===== src/rtl/sisc_pkg.sv =====
// Shared definitions for the SISC CPU front end: opcodes, IR field layout,
// fetch FSM encoding and default parameters.
package sisc_pkg;

    localparam int PC_W_DEF        = 16;
    localparam int IR_W_DEF        = 32;
    localparam int RESET_PC_DEF    = 0;
    localparam int TIMEOUT_CYC_DEF = 15;
    localparam int CNT_W           = 8;

    typedef enum logic [3:0] {
        OP_NOOP = 4'd0,
        OP_LOD  = 4'd1,
        OP_STR  = 4'd2,
        OP_SWP  = 4'd3,
        OP_BRA  = 4'd4,
        OP_BRR  = 4'd5,
        OP_BNE  = 4'd6,
        OP_BNR  = 4'd7,
        OP_ALU  = 4'd8,
        OP_HLT  = 4'd15
    } opcode_e;

    // IR field positions: fields are FIELD_W-bit nibbles, imm is the low half-word
    localparam int FIELD_W    = 4;
    localparam int IMM_W      = 16;
    localparam int OPCODE_LSB = 28;
    localparam int MM_LSB     = 24;
    localparam int RD_LSB     = 20;
    localparam int RS_LSB     = 16;
    localparam int RT_LSB     = 12;
    localparam int IMM_LSB    = 0;

    typedef enum logic [1:0] {
        F_IDLE = 2'd0,
        F_WAIT = 2'd1,
        F_ERR  = 2'd2
    } fetch_state_e;

endpackage


===== src/rtl/sisc_pc_next.sv =====
// Combinational next-PC selection: reset, increment, absolute or relative branch.
// Arithmetic wraps modulo 2^PC_W.
module sisc_pc_next
    import sisc_pkg::*;
#(
    parameter int PC_W     = PC_W_DEF,
    parameter int RESET_PC = RESET_PC_DEF
) (
    input  logic [PC_W-1:0]  pc,
    input  logic [IMM_W-1:0] imm,
    input  logic             pc_rst,
    input  logic             pc_write,
    input  logic             pc_sel,
    input  logic             br_sel,
    output logic [PC_W-1:0]  pc_next
);

    logic [PC_W-1:0] imm_ext;

    always_comb begin
        // NOTE: every output gets a default first so no path can infer a latch.
        imm_ext = PC_W'(imm);
        pc_next = pc;
        if (pc_rst) begin
            pc_next = PC_W'(RESET_PC);
        end else if (pc_write) begin
            if (!pc_sel) begin
                pc_next = pc + PC_W'(1);
            end else if (br_sel) begin
                pc_next = pc + imm_ext;
            end else begin
                pc_next = imm_ext;
            end
        end
    end

endmodule


===== src/rtl/sisc_fetch_unit.sv =====
// SISC instruction-fetch stage: owns PC and IR, runs the imem req/ready
// handshake with a wait timeout, and decodes IR fields for the control FSM.
module sisc_fetch_unit
    import sisc_pkg::*;
#(
    parameter int PC_W        = PC_W_DEF,
    parameter int IR_W        = IR_W_DEF,
    parameter int RESET_PC    = RESET_PC_DEF,
    parameter int TIMEOUT_CYC = TIMEOUT_CYC_DEF
) (
    input  logic             clk,
    input  logic             rst_f,
    input  logic             pc_rst,
    input  logic             pc_write,
    input  logic             pc_sel,
    input  logic             br_sel,
    input  logic             ir_load,
    output logic             imem_req,
    output logic [PC_W-1:0]  imem_addr,
    input  logic [IR_W-1:0]  imem_rdata,
    input  logic             imem_ready,
    output logic [3:0]       opcode,
    output logic [3:0]       mm,
    output logic [3:0]       rd_idx,
    output logic [3:0]       rs_idx,
    output logic [3:0]       rt_idx,
    output logic [IMM_W-1:0] imm,
    output logic [PC_W-1:0]  pc_out,
    output logic             fetch_busy,
    output logic             fetch_done,
    output logic             fetch_err
);

    fetch_state_e     state_q, state_d;
    logic [PC_W-1:0]  pc_q, pc_d;
    logic [PC_W-1:0]  addr_q, addr_d;
    logic [IR_W-1:0]  ir_q, ir_d;
    logic             req_q, req_d;
    logic             done_q, done_d;
    logic             err_q, err_d;
    logic [CNT_W-1:0] cnt_q, cnt_d;

    // PC update runs independently of the fetch FSM
    sisc_pc_next #(
        .PC_W     (PC_W),
        .RESET_PC (RESET_PC)
    ) u_pc_next (
        .pc       (pc_q),
        .imm      (ir_q[IMM_LSB +: IMM_W]),
        .pc_rst   (pc_rst),
        .pc_write (pc_write),
        .pc_sel   (pc_sel),
        .br_sel   (br_sel),
        .pc_next  (pc_d)
    );

    always_comb begin
        state_d = state_q;
        addr_d  = addr_q;
        ir_d    = ir_q;
        req_d   = req_q;
        done_d  = 1'b0;
        err_d   = err_q;
        cnt_d   = cnt_q;
        unique case (state_q)
            F_IDLE: begin
                if (ir_load) begin
                    addr_d  = pc_q;
                    req_d   = 1'b1;
                    cnt_d   = '0;
                    state_d = F_WAIT;
                end
            end
            F_WAIT: begin
                // An abort from the control FSM wins over a same-cycle completion
                if (pc_rst) begin
                    req_d   = 1'b0;
                    state_d = F_IDLE;
                end else if (imem_ready) begin
                    ir_d    = imem_rdata;
                    req_d   = 1'b0;
                    done_d  = 1'b1;
                    state_d = F_IDLE;
                end else begin
                    cnt_d = cnt_q + CNT_W'(1);
                    if (cnt_d == CNT_W'(TIMEOUT_CYC)) begin
                        ir_d    = '0;
                        req_d   = 1'b0;
                        err_d   = 1'b1;
                        state_d = F_ERR;
                    end
                end
            end
            F_ERR: begin
                if (pc_rst) begin
                    err_d   = 1'b0;
                    state_d = F_IDLE;
                end
            end
            default: state_d = F_IDLE;
        endcase
    end

    // NOTE: sequential state uses non-blocking assignments so all flops update together.
    always_ff @(posedge clk or negedge rst_f) begin
        if (!rst_f) begin
            state_q <= F_IDLE;
            pc_q    <= PC_W'(RESET_PC);
            addr_q  <= '0;
            ir_q    <= '0;
            req_q   <= 1'b0;
            done_q  <= 1'b0;
            err_q   <= 1'b0;
            cnt_q   <= '0;
        end else begin
            state_q <= state_d;
            pc_q    <= pc_d;
            addr_q  <= addr_d;
            ir_q    <= ir_d;
            req_q   <= req_d;
            done_q  <= done_d;
            err_q   <= err_d;
            cnt_q   <= cnt_d;
        end
    end

    assign imem_req   = req_q;
    assign fetch_busy = req_q;
    assign imem_addr  = addr_q;
    assign fetch_done = done_q;
    assign fetch_err  = err_q;
    assign pc_out     = pc_q;

    assign opcode = ir_q[OPCODE_LSB +: FIELD_W];
    assign mm     = ir_q[MM_LSB     +: FIELD_W];
    assign rd_idx = ir_q[RD_LSB     +: FIELD_W];
    assign rs_idx = ir_q[RS_LSB     +: FIELD_W];
    assign rt_idx = ir_q[RT_LSB     +: FIELD_W];
    assign imm    = ir_q[IMM_LSB    +: IMM_W];

endmodule


===== config.mk =====
export PLATFORM = sky130hd
export DESIGN_NAME = sisc_fetch_unit
export DESIGN_NICKNAME = d
export VERILOG_FILES = /design/src/rtl/sisc_pkg.sv /design/src/rtl/sisc_pc_next.sv /design/src/rtl/sisc_fetch_unit.sv
export SDC_FILE = /design/constraint.sdc
export NUM_CORES = 1
export LEC_CHECK = 0
export CELL_PAD_IN_SITES_DETAIL_PLACEMENT = 1
export CELL_PAD_IN_SITES_GLOBAL_PLACEMENT = 2
export CORE_UTILIZATION = 30
export CTS_CLUSTER_SIZE = 20
export DETAILED_ROUTE_END_ITERATION = 8
export PLACE_DENSITY_LB_ADDON = 0.1
export SYNTH_ARGS = -nofsm -noshare
export SYNTH_HDL_FRONTEND = slang
export SYNTH_HIERARCHICAL = 1
export SYNTH_SLANG_ARGS = --single-unit

===== constraint.sdc =====
create_clock -name clk -period 2.7 [get_ports clk]
set_clock_uncertainty 0.15 [all_clocks]
set_input_delay 0.81 -clock clk [delete_from_list [all_inputs] [get_ports clk]]
set_output_delay 0.81 -clock clk [all_outputs]
set_load 0.01 [all_outputs]

; Yosys cells after proc, flatten, opt, wreduce, memory -nomap -nowiden
; Cells that the tools add are included.
[totals]
word_cells = 61
regBits = 77
input_bits = 40
mem_bits_ro = 0
mem_count = 0
latch_bits = 0
ramBits = 0
[classes]
n_mul = 0
muxes = 29
n_reduce_logical = 11
order_cmp = 0
bitwise = 1
n_shift = 0
eq_ne = 9
div = 0
addsub = 3
[ops]
columns = cell, n
row1 = 2-to-1 mux 16 bit, 4
row2 = 2-to-1 mux 32 bit, 2
row3 = 2-to-1 mux 8 bit, 3
row4 = "adder 16 x 1 -> 16 bit, second input constant", 1
row5 = adder 16 bit, 1
row6 = case mux 8 bit (2 select lines), 1
row7 = 2-to-1 mux 1 bit, 11
row8 = 2-to-1 mux 2 bit, 5
row9 = "inequality test 2 bit, second input constant", 5
row10 = AND reduction 3 bit, 3
row11 = "adder 8 x 1 -> 8 bit, second input constant", 1
row12 = "== test 8 x 4 -> 1 bit, second input constant", 1
row13 = nonzero test 2 bit, 4
row14 = case mux 2 bit (3 select lines), 1
row15 = AND reduction 5 bit, 1
row16 = "inequality test 4 bit, second input constant", 1
row17 = case mux 1 bit (2 select lines), 2
row18 = AND reduction 4 bit, 1
row19 = "== test 2 x 1 -> 1 bit, second input constant", 1
row20 = "== test 2 bit, second input constant", 1
row21 = logical NOT 2 bit, 1
row22 = AND reduction 2 bit, 1
row23 = inverter 1 bit, 1

; Logic depth before layout (Yosys ltp)
[logic_depth]
depth_word = 6
mapped_depth = 9
mapped_depth_nobuf = 9

; Modules after synthesis
; The synthesis kept the hierarchy.
[by_module_without_submodules]
columns = mod, cells_per_inst, area_per_inst_um2, instances
row1 = sisc_fetch_unit, 337, 3342.0, 1
row2 = sisc_pc_next, 261, 1631.6, 1

; Least setup slack after synthesis
; No wires, ideal clock.
[synth_timing]
path_type = flip-flop to flip-flop
startpoint = register pc_q[0] (netlist: pc_out[0])
endpoint = register pc_q[8] (netlist: pc_out[8])
period_less_slack_ps = 2524
slack_ps = 176
t_required_ps = 2425
n_path_buf = 0
t_arrival_ps = 2249
path_stages_with_launch = 10
setup_time_ps = 125
path_cell_list = dfrtp_1 -> ha_1 -> inv_1 -> fa_1 -> nand2b_1 -> a211oi_1 -> o21ai_0 -> xnor2_1 -> a211oi_1 -> a2111oi_0
[synth_between]
elab_chain_cells = 5
[synth_rtl]
columns = element, line
row1 = start: declaration, sisc_fetch_unit.sv:35  ; logic [PC_W-1:0] pc_q, pc_d;
row2 = start signal: assignment, sisc_fetch_unit.sv:108  ; pc_q <= PC_W'(RESET_PC);
row3 = start signal: assignment, sisc_fetch_unit.sv:117  ; pc_q <= pc_d;
row4 = adder 16 bit, sisc_pc_next.sv:30  ; pc_next = pc + imm_ext;
row5 = 2-to-1 mux 16 bit, sisc_pc_next.sv:29  ; end else if (br_sel) begin
row6 = 2-to-1 mux 16 bit (*), sisc_pc_next.sv:27  ; if (!pc_sel) begin
row7 = 2-to-1 mux 16 bit (*), sisc_pc_next.sv:26  ; end else if (pc_write) begin
row8 = 2-to-1 mux 16 bit (*), sisc_pc_next.sv:24  ; if (pc_rst) begin
row9 = named net pc_d[8], sisc_fetch_unit.sv:35
; The timed path passes the listed nets; every way through them passes the cells marked *. The select of a mux whose other input is x is not followed.
; A chain may end at the register's enable or synchronous reset.

; Final worst setup path
[layout_timing]
startpoint = register ir_q[6]
endpoint = register pc_q[15] (netlist: pc_out[15])
[layout_between]
elab_chain_cells = 5
[layout_rtl]
columns = element, line
row1 = start: declaration, sisc_fetch_unit.sv:37  ; logic [IR_W-1:0] ir_q, ir_d;
row2 = start signal: assignment, sisc_fetch_unit.sv:119  ; ir_q <= ir_d;
row3 = adder 16 bit, sisc_pc_next.sv:30
row4 = 2-to-1 mux 16 bit, sisc_pc_next.sv:29
row5 = 2-to-1 mux 16 bit, sisc_pc_next.sv:27
row6 = 2-to-1 mux 16 bit, sisc_pc_next.sv:26
row7 = 2-to-1 mux 16 bit, sisc_pc_next.sv:24
row8 = named net pc_d[15], sisc_fetch_unit.sv:35
; The timed path passes the listed nets, and every way through them passes these cells. The select of a mux whose other input is x is not followed.

==> results.json <==
{
  "final_common_cell": "nand2_1",
  "status": "complete, no violations",
  "crit_start": "ir_q[6]$_DFFE_PN0P_",
  "die_area_um2": 17100,
  "drc": 0,
  "critical_path.max_fanout": 6,
  "die_y_um": 131,
  "root_buffer": "clkbuf_16",
  "synth_fp_nets": 657,
  "diodes": 0,
  "drv_slew": 0,
  "max_freq_ghz": 0.395,
  "port_buffers": 111,
  "die_x_um": 131,
  "ir_drop_mv": 0.311,
  "std_cell_rows": 46,
  "fin_cells": 947,
  "grtUsageTotal": 0.196,
  "worst_slack_ns": 0.170,
  "syn2layout_area_growth_pct": 37.1,
  "h-tree-depth": 3,
  "tightest_slew_ns": 0.701,
  "pwr_density_cell_nw_per_um2": 660,
  "timing.final.crit_period_ns": 2.53,
  "drv_cap": 0,
  "whs_ns": 0.196,
  "via_count": 4774,
  "power_mw": 4.50,
  "ys.flop_type": "dfrtp_1",
  "synth_top_family_by_area": "simple AND/OR/NAND/NOR gates",
  "r2r-start": "ir_q[6]$_DFFE_PN0P_",
  "critPathSlowestCell": "or3_1",
  "core_area_um2": 16100,
  "num_io_pins": 112,
  "muxShareOfSynthArea": 0.0254,
  "synth_fa_ha_area_frac": 0.0493,
  "synth_edf_count": 0,
  "nets": 785,
  "dp_cells": 930,
  "synthXorXnorAreaFrac": 0.0247,
  "finalSetupViolCount": 0,
  "pre_cts_ws_ns": 0.0312,
  "min_path_type": "in2async",
  "postCtsHoldBufs": 0,
  "cts_tree": "built",
  "synth-seq-cells": 77,
  "synth.distinct_cells": 63,
  "clkTransAtPathRegs_ns": 0.06,
  "path_class": "reg2reg",
  "synth_cells": 598,
  "gr-total-overflow": 0,
  "drtIter0Drc": 222,
  "clock-sinks": 77,
  "multi_input_area_um2": 2800,
  "cp_cell_sequence": "ha_1 -> a211o_1 -> a2111oi_2 -> nor2_2 -> or3_1 -> o21a_1 -> o21ai_1",
  "r2r_slack_ns": 0.17,
  "cpLargestDelayFamily": "compound AO/OA/AOI/OAI gates",
  "hold_viol": 0,
  "total_leakage_power_nw": 3.03,
  "syn_avg_cell_area_um2": 8.32,
  "grt_first_pass_wirelength_mm": 25.8,
  "arrival_ns": 2.63,
  "first_global_vias": 4877,
  "cp-end-kind": "register",
  "grt_max_degree": 66,
  "rsz0062_at_grt": "no",
  "syn_area_um2": 4970,
  "start_kind": "register",
  "synth-simple-area-share": 0.228,
  "final_cell_mix": "nand2_1 (146), clkdlybuf4s50_1 (110), dfrtp_1 (77)",
  "synth_compound_area_frac": 0.226,
  "cts_buffers": 9,
  "post-route-period-util": 0.937,
  "clock_path_buffers": 2,
  "post-dp-hpwl_mm": 11.8,
  "clk_latency_ns": 0.34,
  "drtAntennaViolNets": 0,
  "drt-total-wl_mm": 15.8,
  "r2r_end": "pc_out[15]$_DFF_PN0_",
  "ys_async_sr_fraction": 1.00,
  "vias_per_cell": 5.04,
  "worst_r2r_path_depth": 7,
  "ys_warn_count": 6,
  "slowest_delay_ns": 0.40,
  "gp_congestion": 0.820,
  "crit_buf_inv": 0,
  "fillers": 1849,
  "antenna_found_initial": 0,
  "final.setup.tns_ns": 0,
  "synth_seq_area_share": 0.387,
  "first_pass_iters": 4,
  "layout-drive-gt1-share": 0.112,
  "cp.required_ns": 2.80,
  "seqCellArea_um2": 1930,
  "start_util": 0.310,
  "post_drt_wl_per_cell_um": 16.7,
  "relSlewSlack": 0.533
}
[where the power goes]
part,internal (mW),leakage (nW),switching [mW]
clock network,0.862,0.156,0.491
logic,0.844,1.95,0.848
registers,1.30,0.924,0.152
total,3.01,3.03,1.49
[how the worst max path moves through the flow]
stage                           endpoint  slack (ns)  cells after the start
finish              pc_out[15]$_DFF_PN0_        0.17                      7
global route        pc_out[15]$_DFF_PN0_       0.006                      7
CTS                 pc_out[10]$_DFF_PN0_       0.005                     10
detailed placement  pc_out[10]$_DFF_PN0_        0.03                     10
global placement    pc_out[10]$_DFF_PN0_        0.05                     10
floorplan            pc_out[8]$_DFF_PN0_        0.18                      9
[registers in the layout, indices dropped and copies added (netlist names)]
| name | cells |
|---|---|
| fetch_err | 1 |
| state_q | 2 |
| imem_addr | 16 |
| fetch_busy | 1 |
| cnt_q | 8 |
| ir_q | 32 |
| fetch_done | 1 |
| pc_out | 16 |
[what timing repair did]
| item | CTS | global route |
|---|---|---|
| endpoints found under the setup margin | 0 | 5 |
| setup buffers | 0 | 1 |
| gates resized for setup | 0 | 14 |
[layout make-up]
| class | count | area share |
|---|---|---|
| Clock inverter | 3 | 0.00991 |
| Timing Repair Buffer | 152 | 0.211 |
| Inverter | 13 | 0.00716 |
| Sequential cell | 77 | 0.283 |
| Tap cell | 216 | 0.0396 |
| Multi-Input combinational cell | 473 | 0.411 |
| Clock buffer | 13 | 0.0382 |
[layer usage]
metal,up-vias,GRT usage,share of wire
met1,2308,0.270,0.49
met5,-,0,0
li1,2352,-,-
met4,0,0.0615,0.012
met3,12,0.0334,0.046
met2,102,0.312,0.46
[cells by family after synthesis]
group,count (synthesis)
simple gates,252
compound gates,176
flops,77
buf+inv,48
fa+ha+maj,19
xor+xnor,14
mux,12
[synthesized netlist by cell type, drive strengths merged (6+ instances only)]
cell,instances,area (um2)
o21ai,69,345
nand3,17,85.1
clkbuf,14,62.6
nor3,9,45.0
nand2,146,548
nor2b,7,43.8
ha,18,225
nor2,39,146
o21a,8,68.8
a21o,35,263
xnor2,8,70.1
buf,21,184
xor2,6,52.6
and3,8,55.1
mux2i,7,70.1
a211oi,7,52.6
a21oi,25,125
dfrtp,77,1930
inv,13,48.8
[metrics by stage]
step / util / instance area, um2
2_1_floorplan: - / 4970
3_3_place_gp: 0.400 / 6430
3_5_place_dp: 0.400 / 6430
4_1_cts: 0.421 / 6760
5_1_grt: 0.425 / 6820
6_report: 0.425 / 6820
(Power assumes the default switching activity.)
==> patch 1 (same settings) <==
Set the package constant `CNT_W` to 10 (it was 8).
--- a/src/rtl/sisc_pkg.sv
+++ b/src/rtl/sisc_pkg.sv
@@ -6,7 +6,7 @@
     localparam int IR_W_DEF        = 32;
     localparam int RESET_PC_DEF    = 0;
     localparam int TIMEOUT_CYC_DEF = 15;
-    localparam int CNT_W           = 8;
+    localparam int CNT_W           = 10;
 
     typedef enum logic [3:0] {
         OP_NOOP = 4'd0,
Check against the original RTL: no difference found for any inputs over 4 cycles, from zero or initial values and one cycle with rst_f low; that may be too few to reach the edited logic, so the function may still have changed.
==> patch 1 against the unedited design <==
Synthesized area is 17% higher; sequential cell count is 2 higher; final area is 15% higher; fmax is 2.2% lower; wire length is 19% higher; power is 3.6% lower; critical endpoint is now pc_out[10]; clock power is 8% lower; worst setup slack worse by 0.056 ns.
==> patch 1: results (changes against the unedited design) <==
Place WS: -0.05235 ns (-0.08351 ns)
Synth Net Count: 674 (+2.6%)
CP max FO: 4 (-2)
WP data arrival: 2.66 ns (+0.03 ns)
CP max stage delay: 0.52 ns (+0.12 ns)
Area contributors post-synth: dfrtp_1 (34%), o41ai_2 (8.4%), o211ai_2 (6.7%)
R2R depth: 10 (+3)
Synth Area in Compound Gates: 0.3095 (+0.08357)
Internal: 0.002897 W (-3.7%)
final WL: 18.82 mm (+19%)
fin nets: 809 (+3.1%)
met3 wire length: 888 µm (+22%)
top cells by count, synth: dfrtp_1 (79), nand2_1 (60), nor2_1 (58)
initial antenna violation count: 0 (unchanged)
DR WL/cell: 18.54 µm (+11%)
Max IR drop VDD: 0.3390 mV (+9.0%)
crit path launch: ir_q[0]
worst setup margin: 0.1135 ns (-0.05646 ns)
vias in the first global route: 5590 (+15%)
placed inst area: 7552 µm² (+17%)
Lkg Pwr: 3.291 nW (+8.5%)
worst-case headroom to the max-slew limit: 0.6065 (+0.07393)
P_comb: 0.00164 W (-3%)
clock group power: 0.00124 W (-8%)
Final GP Congestion: 0.8129 (-0.89%)
met3 Usage GRT: 0.02921 (-0.004176)
number of fill cells in the layout: 2102 (+14%)
Mapped Cells: 615 (+2.8%)
sequential cell area fraction in the yosys report: 0.3405 (-0.04690)
Met2 Routed Length: 8.405 mm (+16%)
area grow syn2layout: 35.24%
outcome: finished, final reports clean
fraction of registers with async set/reset: 1.000 (unchanged)
Critical Path Slowest Stage Cell: or4_1
Worst-path clk slew: 0.06 ns (about the same)
Hold Slack: 0.2604 ns (+0.06445 ns)
DRT iter0 DRCs: 173 (-22%)
met2 GRT Util: 0.3075 (-0.005029)
Synth Area in XOR/XNOR: 0.01056 (-0.01409)
end of the critical path: pc_out[10]
synthesized-area fraction occupied by adder cells: 0.04224 (-0.007067)
first-pass GRT wire length: 30.76 mm (+19%)
placed insts: 999 (+7.4%)
DP HPWL: 14.19 mm (+20%)
M1 GR Usage: 0.2820 (+0.01165)
max-slew violation count: 0 (unchanged)
Via-to-Cell Ratio: 5.244 (+4.0%)
mux share of post-synthesis cell area: 0.04332 (+0.01791)
layout cell share with drive strength beyond 1: 0.2344 (+0.1223)
pin count of the biggest net entering global routing: 37 (-44%)
Total GRT Usage: 0.1970 (+0.0008637)
routed metal-1 wirelength: 9.326 mm (+21%)
Netlist cell types: 73 (+16%)
setup slack, reg-to-reg: 0.11 ns (-0.06 ns)
Pwr Total: 0.004335 W (-3.6%)
-- patch 1: cell types whose count changed after synthesis, sizes merged, moves of 6 or more --
cell    before  now
inv         13   50
nor2        39   59
buf         21   32
a31oi        3    9
o211ai       3   35
o41ai        1   37
nand2      146   61
a21o        35    6
o21ai       69   29
mux2         5   17
-- patch 1: worst min-delay path by stage --
| stage | cells past startpoint | endpoint | start |
|---|---|---|---|
| detailed placement | 1 | imem_addr[10] | imem_addr[10] |
| floorplan | 1 | cnt_q[9] | cnt_q[9] |
| global placement | 1 | imem_addr[3] | imem_addr[3] |
| CTS | 1 | state_q[0] | rst_f |
| global route | 1 | fetch_err | rst_f |
| finish | 1 | state_q[0] | rst_f |
-- patch 1: cell type report --
| cell class | instances | share of cell area |
|---|---|---|
| multi-input combinational | 437 | 0.4325 |
| sequential | 79 | 0.2518 |
| timing repair buffer | 173 | 0.2132 |
| tap | 260 | 0.04143 |
| clock buffer | 12 | 0.03139 |
| inverter | 50 | 0.02390 |
| clock inverter | 4 | 0.005737 |
==> patch 2 (same flow settings) <==
Without the edit above. Reset style: synchronous (`rst_f`), changed in one clocked block.
--- a/src/rtl/sisc_fetch_unit.sv
+++ b/src/rtl/sisc_fetch_unit.sv
@@ -102,7 +102,7 @@
     end
 
     // NOTE: sequential state uses non-blocking assignments so all flops update together.
-    always_ff @(posedge clk or negedge rst_f) begin
+    always_ff @(posedge clk) begin
         if (!rst_f) begin
             state_q <= F_IDLE;
             pc_q    <= PC_W'(RESET_PC);
Formal check against the unedited RTL: differs if rst_f is asserted again (counterexample within 4 cycles, from zero or initial values and one cycle with rst_f low); with rst_f held inactive, the same outputs for 4 cycles.
==> patch 2 against the unedited design <==
Wire length up 15%; largest cell class unchanged; non-clock buffer count up 20; critical path depth up 3; worst hold slack better by 0.11 ns; final area up 9.7%; sequential cell count unchanged; synthesized area up 11%; worst setup slack worse by 0.024 ns.
Power is not compared: it rests on default switching activity, and its combinational part moved more than twofold at a synthesized area within 25%.
==> patch 2: results (changes against the unedited design) <==
M1 GR Usage: 0.2481 (-0.02225)
placed inst area: 7163 µm² (+11%)
sequential cell area fraction in the yosys report: 0.2797 (-0.1077)
Via-to-Cell Ratio: 5.290 (+4.9%)
min-delay worst type: reg2reg
fraction of registers with async set/reset: 0 (-1.000)
pin count of the biggest net entering global routing: 37 (-44%)
Synth Net Count: 663 (+0.91%)
Total GRT Usage: 0.2022 (+0.006017)
Fmax achieved: 391.5 MHz (-0.94%)
CP max stage delay: 0.36 ns (-0.04 ns)
first-pass GRT wire length: 29.47 mm (+14%)
DP HPWL: 13.65 mm (+16%)
WP data arrival: 2.68 ns (+0.05 ns)
H-Tree Depth: 3 (unchanged)
Post-CTS Setup Repair Bufs: 0 (unchanged)
DRT iter0 DRCs: 187 (-16%)
Non-Filler Instances: 968 (+2.2%)
Avg Cell Area, Syn: 9.125 µm² (+9.7%)
Area contributors post-synth: dfxtp_1 (28%), a2111oi_4 (13%), mux2i_1 (7.1%)
layout cell share with drive strength beyond 1: 0.1867 (+0.07456)
post-cts gate resize count: 1 (+1)
Final GP Congestion: 0.8030 (-2.1%)
Netlist cell types: 73 (+16%)
met3 Usage GRT: 0.03054 (-0.002850)
placed insts: 953 (+2.5%)
setup slack, reg-to-reg: 0.15 ns (-0.02 ns)
number of fill cells in the layout: 2054 (+11%)
met2 GRT Util: 0.3526 (+0.04012)
Worst-Margin Slew: 0.4661 ns (-0.2351 ns)
Place WS: -0.03849 ns (-0.06964 ns)
Critical Path Slowest Stage Cell: mux2_1
global route total overflow: 0 (unchanged)
CP max FO: 5 (-1)
DR WL/cell: 18.86 µm (+13%)
Post-CTS Hold Buffers: 0 (unchanged)
Post-route DRC: 0 (unchanged)
fin nets: 794 (+1.1%)
outcome: finished, final reports clean
Hold Slack: 0.3048 ns (+0.1089 ns)
top cells by count, synth: dfxtp_1 (77), nand2_1 (53), a21oi_1 (51)
vias in the first global route: 5440 (+12%)
root buf cell: clkbuf_16
clock buffer count from CTS: 9 (unchanged)
patch 2: changes by cell type after synthesis, sizes merged, moves of 5 or more:
cell / change
o21ai: -42
dfrtp: -77
buf: +10
dfxtp: +77
nor3: +32
clkbuf: +7
and2: +16
nand2: -93
mux2i: +32
nand4: +5
a21oi: +28
a2111oi: +32
nor2: +9
a21o: -29
patch 2: area by class of cell:
class | instances | area, µm² | share of cell area
multi-input combinational | 461 | 3661 | 0.4893
timing repair buffer | 172 | 1639 | 0.2191
sequential | 77 | 1543 | 0.2062
tap | 229 | 286.5 | 0.03829
clock buffer | 12 | 256.5 | 0.03428
inverter | 14 | 52.55 | 0.007023
clock inverter | 3 | 43.79 | 0.005853
patch 2: layer usage:
layer	share of wire	up-vias
met2	0.50	81
li1	-	2491
met4	0.022	0
met1	0.45	2525
met3	0.031	24
met5	0	-
patch 2: tightest hold or removal path, stage by stage (launching register included):
cell     delay, ns
dfxtp_1       0.31
nand2_1       0.05
a21oi_1       0.05
patch 2: path summary, 6_finish.rpt:
path / startpoint / end / depth (start not counted)
worst max-delay path: ir_q[0] / pc_out[10] / 10
worst min register to register: imem_addr[1] / imem_addr[1] / 2
worst max register to register: ir_q[0] / pc_out[10] / 10
worst min-delay path: imem_addr[1] / imem_addr[1] / 2
patch 2: stage by stage:
step	power, W	TNS [ns]
final	0.002895	0
after global routing	0.003029	0
after CTS	0.002947	0
after detailed placement	0.001640	-0.05467
after global placement	0.001631	0
after floorplan	0.001409	0
patch 2: kinds of logic (layout without fill, tap and decap cells):
family	Yosys count	count (layout)	share of synthesized area
AND/OR/NAND/NOR	221	221	0.2064
AO/OA/AOI/OAI	165	165	0.3037
buffers and inverters	66	201	0.06424
adder cells (fa/ha/maj)	19	19	0.04450
flip-flops	77	77	0.2797
XOR/XNOR	12	12	0.02043
multiplexers	44	44	0.08104
patch 2: power breakdown:
group,switching [W],internal [W]
clock,0.000516,0.000765
sequential,0.0000187,0.00116
combinational,0.000241,0.000197
total,0.000776,0.00212
